===== config.mk =====
export PLATFORM = sky130hd
export DESIGN_NAME = dac_sample_engine
export DESIGN_NICKNAME = d
export VERILOG_FILES = /design/src/rtl/dac_pkg.sv /design/src/rtl/dac_dsm1.sv /design/src/rtl/dac_sample_engine.sv
export SDC_FILE = /design/constraint.sdc
export NUM_CORES = 1
export LEC_CHECK = 0
export BUFFER_PORTS_ARGS = -buffer_cell sky130_fd_sc_hd__buf_2
export CORE_ASPECT_RATIO = 1.2
export CORE_MARGIN = 4
export CORE_UTILIZATION = 65
export DETAILED_ROUTE_END_ITERATION = 6
export MAX_ROUTING_LAYER = met4
export PLACE_DENSITY_LB_ADDON = 0.05
export SLEW_MARGIN = 40
export SYNTH_ARGS = -nofsm -noshare
export SYNTH_HDL_FRONTEND = slang
export SYNTH_SLANG_ARGS = --single-unit

===== constraint.sdc =====
create_clock -name clk -period 5.01 [get_ports clk]
set_input_delay 0.501 -clock clk [delete_from_list [all_inputs] [get_ports clk]]
set_output_delay 0.501 -clock clk [all_outputs]
set_load 0.1 [all_outputs]

===== src/rtl/dac_pkg.sv =====
// Shared types, default constants and sample-format helper for the DAC sample engine.
package dac_pkg;

    typedef enum logic [1:0] {
        WAIT_LOCK = 2'd0,
        SETTLE    = 2'd1,
        RUN       = 2'd2
    } state_t;

    // 76.8 MHz / 1600 = 48 kHz sample rate
    localparam int unsigned DIV_48K       = 1600;
    localparam int unsigned LOCK_WAIT_DEF = 1024;
    localparam int unsigned BITS_MAX      = 32;

    // Two's complement to offset binary: flip the sign bit of a bits-wide sample
    function automatic logic [BITS_MAX-1:0] to_offset_binary(
        input logic [BITS_MAX-1:0] s,
        input int unsigned         bits
    );
        return s ^ (BITS_MAX'(1) << (bits - 1));
    endfunction

endpackage


===== src/rtl/dac_dsm1.sv =====
// First-order 1-bit delta-sigma modulator: the carry out of a wrapping accumulator is the bitstream.
module dac_dsm1 #(
    parameter int unsigned BITS = 16
) (
    input  logic            clk,
    input  logic            rst,
    input  logic            clr,
    input  logic            en,
    input  logic [BITS-1:0] u,
    output logic            bit_out
);

    logic [BITS-1:0] acc;
    logic [BITS:0]   sum_c;

    // One extra bit captures the overflow that becomes the output bit
    assign sum_c = {1'b0, acc} + {1'b0, u};

    // Accumulator wraps by design; ones density equals u / 2^BITS
    always_ff @(posedge clk) begin
        if (rst || clr) begin
            acc     <= '0;
            bit_out <= 1'b0;
        end else if (en) begin
            acc     <= sum_c[BITS-1:0];
            bit_out <= sum_c[BITS];
        end
    end

endmodule


===== src/rtl/dac_sample_engine.sv =====
// Lock-gated 48 kHz sample engine: PLL lock qualification, sample strobe, one-deep input buffer, delta-sigma output.
module dac_sample_engine
    import dac_pkg::*;
#(
    parameter int unsigned BITS      = 16,
    parameter int unsigned DIV       = DIV_48K,
    parameter int unsigned LOCK_WAIT = LOCK_WAIT_DEF
) (
    input  logic            clk,
    input  logic            rst,
    input  logic            locked,
    input  logic [BITS-1:0] in_data,
    input  logic            in_valid,
    output logic            in_ready,
    output logic            sample_tick,
    output logic            underrun,
    output logic            active,
    output logic            dac_out
);

    localparam int unsigned DW = $clog2(DIV);
    localparam int unsigned SW = (LOCK_WAIT > 1) ? $clog2(LOCK_WAIT) : 1;
    localparam logic [DW-1:0] DIV_LAST    = DW'(DIV - 1);
    localparam logic [SW-1:0] SETTLE_LAST = SW'(LOCK_WAIT - 1);

    state_t          state, state_n;
    logic [SW-1:0]   settle_cnt, settle_n;
    logic [DW-1:0]   div_cnt, div_n;
    logic            pend_full, pend_full_n;
    logic [BITS-1:0] pend_data, pend_data_n;
    logic [BITS-1:0] cur, cur_n;
    logic            tick_n, underrun_n, in_ready_n, active_n;
    logic            xfer_c, clr_c;
    logic [BITS-1:0] u_c;

    // State and datapath registers; every output is a flop
    always_ff @(posedge clk) begin
        if (rst) begin
            state       <= WAIT_LOCK;
            settle_cnt  <= '0;
            div_cnt     <= '0;
            pend_full   <= 1'b0;
            pend_data   <= '0;
            cur         <= '0;
            sample_tick <= 1'b0;
            underrun    <= 1'b0;
            in_ready    <= 1'b0;
            active      <= 1'b0;
        end else begin
            state       <= state_n;
            settle_cnt  <= settle_n;
            div_cnt     <= div_n;
            pend_full   <= pend_full_n;
            pend_data   <= pend_data_n;
            cur         <= cur_n;
            sample_tick <= tick_n;
            underrun    <= underrun_n;
            in_ready    <= in_ready_n;
            active      <= active_n;
        end
    end

    // Next-state, divider, handshake and sample hand-over logic
    always_comb begin
        state_n     = state;
        settle_n    = settle_cnt;
        div_n       = '0;
        pend_full_n = pend_full;
        pend_data_n = pend_data;
        cur_n       = cur;
        tick_n      = 1'b0;
        underrun_n  = 1'b0;
        xfer_c      = in_valid && in_ready;

        case (state)
            WAIT_LOCK: begin
                settle_n = '0;
                if (locked) begin
                    state_n = SETTLE;
                end
            end
            SETTLE: begin
                if (!locked) begin
                    state_n  = WAIT_LOCK;
                    settle_n = '0;
                end else if (settle_cnt == SETTLE_LAST) begin
                    state_n  = RUN;
                    settle_n = '0;
                end else begin
                    settle_n = settle_cnt + SW'(1);
                end
            end
            RUN: begin
                if (!locked) begin
                    state_n = WAIT_LOCK;
                end else begin
                    div_n  = (div_cnt == DIV_LAST) ? '0 : div_cnt + DW'(1);
                    tick_n = (div_cnt == DIV_LAST);
                    if (sample_tick) begin
                        if (pend_full) begin
                            cur_n       = pend_data;
                            pend_full_n = 1'b0;
                        end else if (xfer_c) begin
                            // Sample arriving on the tick bypasses the buffer
                            cur_n = in_data;
                        end else begin
                            underrun_n = 1'b1;
                        end
                    end else if (xfer_c) begin
                        pend_data_n = in_data;
                        pend_full_n = 1'b1;
                    end
                end
            end
            default: begin
                state_n = WAIT_LOCK;
            end
        endcase

        // Losing lock (or never having it) flushes everything back to midscale
        if (state_n == WAIT_LOCK) begin
            settle_n    = '0;
            div_n       = '0;
            pend_full_n = 1'b0;
            pend_data_n = '0;
            cur_n       = '0;
            tick_n      = 1'b0;
            underrun_n  = 1'b0;
        end

        in_ready_n = (state_n == RUN) && !pend_full_n;
        active_n   = (state_n == RUN);
        clr_c      = (state_n == WAIT_LOCK);
    end

    // Modulator input in offset binary
    assign u_c = BITS'(to_offset_binary(BITS_MAX'(cur), BITS));

    dac_dsm1 #(
        .BITS(BITS)
    ) u_dsm (
        .clk    (clk),
        .rst    (rst),
        .clr    (clr_c),
        .en     (1'b1),
        .u      (u_c),
        .bit_out(dac_out)
    );

endmodule

==> summary.txt <==
GRT
  • Total Routing Usage GR: 21.45%
  • Initial antenna violation count: 0
  • Largest net degree at the start of global routing: 57
  • First-pass GRT wire length: 12,030 um
  • Number of global-route vias before repair: 2,698
  • GRT overflow: 0

Power
  • Pleak: 1.448 nW
  • VDD IR max: 255.0 uV
  • PwrDens: 285.4 mW/mm^2
  • Power, Total: 1.160 mW

Worst setup path
  • Nature of the critical path endpoint: flop
  • Crit-path cells: and3b_1 > and3_1 > nor2b_4 > mux2i_1 > nor2_1
  • Worst Setup Path Type: flop to flop
  • Worst setup SP type: flop
  • CP max stage delay: 650 ps
  • Critical path arrival: 2340 ps
  • WP data required: 5210 ps
  • Worst Path Max Fanout: 17
  • Critical-path top delay cell: dfxtp_1

Place
  • GPL Wtd Cong: 0.8770
  • # port buffers: 24
  • HPWL after DPL: 5029 um
  • Pre-CTS WS: 2891 ps

Final layout
  • Antenna Cells: 0
  • Area Growth Syn to Fin: 8.732%
  • Fill cells: 450
  • Final nets: 469
  • Fraction of layout cells with a size suffix above 1: 12.64%

Timing
  • Setup_tns: 0 ps
  • Max_slew headroom: 56.68%
  • Setup Skew: 9.451 ps
  • Max Clock Freq: 0.4689 GHz
  • Fin worst setup slack: 2877 ps
  • Post-layout min period: 2133 ps
  • Final setup viols: 0
  • Period Utilization, post-route: 42.57%
  • Max-slew violation count: 0
  • Least-Margin Pin Slew: 648.3 ps
  • Fin. Hold Viols: 0
  • RSZ-0062 raised after global routing: no
  • Hold slack: 413.7 ps

Logic synthesis
  • Yosys cell types: 52
  • Count leader, synth: dfxtp_1
  • Syn Nets: 449
  • Synth Register Bits: 77
  • Fraction of registers with async set/reset: 0%
  • Post-synth top area share: 41.22%
  • Sequential fraction of the synthesis area: 41.22%
  • Yosys warnings: 0
  • Post-synth EDFFs: 0
  • Synth Instances: 410
  • Synthesized cell area: 0.003740 mm^2
  • Largest area contributor in the netlist: dfxtp_1
  • Synth cell count leaders: 77 x dfxtp_1, 61 x nor2_1, 34 x mux2i_1
  • Avg Cell Area, Syn: 9.122 um^2
  • Top FF cell, synth: dfxtp_1
  • Area contributors post-synth: dfxtp_1 41%, mux2i_1 9.1%, nor2_1 6.1%

Drt
  • WL/cell: 14.03 um
  • Vias: 2,910
  • Routed vias/inst: 5.832
  • Drt first pass iters: 4
  • Antenna-violating nets left: 0
  • WL final: 7002 um
  • 1st-iter DRT viols: 100
  • Residual DRC count: 0

Floorplan
  • Die height: 91.09 um
  • I/O pin total: 25
  • Core area: 0.005630 mm^2
  • DIE WIDTH: 77.25 um
  • Row count: 30
  • DIE AREA: 0.007036 mm^2
  • Initial Utilization: 66.42%

Clock network
  • CTS Buf Count: 9
  • Longest Clk Path Bufs: 2
  • H-tree lvl count: 3
  • Worst skew pair latency: 340 ps
  • Post-CTS sizing: 0
  • CTS Hold Buffers Added: 0
  • CTS sink cnt: 77
  • Root Buffer: clkbuf_8
  • Post-CTS Setup Repair Bufs: 0
  • CTS tree: built
  • Worst-path clk slew: 80 ps

Worst hold path
  • Min-delay worst type: primary input to flop

Outcome
  • Status: completed

Run
  • Max-Cap Viols: 0
logic make-up (layout without fill, tap and decap cells):
group	after synthesis	after routing	synth area share, %
flops	77	77	41.22
fa+ha+maj	19	19	6.558
buf+inv	20	45	3.446
compound gates	93	93	16.33
mux	34	34	9.100
simple gates	155	155	20.54
xor+xnor	12	12	2.810
worst max-delay path: cells and delay by family, from the launching register on:
family / cells / cell delay [ps]
flops: 1 / 650
simple gates: 4 / 1080
mux: 1 / 260
report_power, final:
part           internal, mW  switching [mW]  total, mW  leakage (nW)
clock network         0.293           0.221      0.514         0.112
logic                0.0121          0.0203     0.0324         0.715
registers             0.613         0.00113      0.614         0.621
total                 0.918           0.243       1.16          1.45
area by class of cell:
type / instances / area, um^2 / share of cell area (%)
clock buffers: 10 / 137.6 / 3.385
clock inverters: 6 / 86.33 / 2.123
inverters: 5 / 18.77 / 0.4615
multi-input cells: 313 / 2081 / 51.17
flip-flops and latches: 77 / 1543 / 37.94
well taps: 64 / 80.08 / 1.969
repair buffers: 24 / 120.1 / 2.954
registers in the layout, indices dropped and copies added (netlist names):
register,cells
cur,16
u_dsm.bit_out,1
u_dsm.acc,16
settle_cnt,10
pend_data,16
state,2
active,1
sample_tick,1
in_ready,1
div_cnt,11
pend_full,1
underrun,1
cells in the final DEF, fill, tap and decap left out, types with 3 or more instances in the layout:
cell type and count:
clkbuf_8 10, xnor2_1 4, inv_1 5, and3_1 6
nor3b_1 4, nor2_1 61, nand3_1 9, ha_1 18
or3_1 3, dfxtp_1 76, a211oi_1 20, mux2i_1 34
nand2b_1 4, a21o_1 6, nand3b_1 4, a21oi_1 30
nor3_1 15, nand4_1 3, buf_2 24, o21ai_0 14
nand2_1 29, o21a_1 9, xor2_1 8
metrics by stage:
| stage | util, % | cells | instance area (um^2) |
|---|---|---|---|
| CTS | 72.22 | 499 | 4066 |
| finish | 72.22 | 499 | 4066 |
| detailed placement | 68.24 | 483 | 3842 |
| floorplan | - | 410 | 3740 |
| global placement | 68.02 | 483 | 3830 |
| global route | 72.22 | 499 | 4066 |
layer usage:
layer	wire [um]	track usage (%)	up-vias
li1	-	-	1522
met2	3437	34.22	27
met1	3296	26.63	1353
met4	86	7.122	0
met3	181	5.258	8
met5	0	-	-
path summary, 6_finish.rpt:
check	startpoint	end	slack, ps	depth (start not counted)
worst max-delay path	state[1]	pend_data[14]	2880	5
worst min-delay path	in_data[1]	pend_data[1]	410	3
worst max register to register	state[1]	pend_data[14]	2880	5
worst min register to register	settle_cnt[9]	settle_cnt[9]	490	2
No activity file was read; power rests on OpenSTA's default activity.
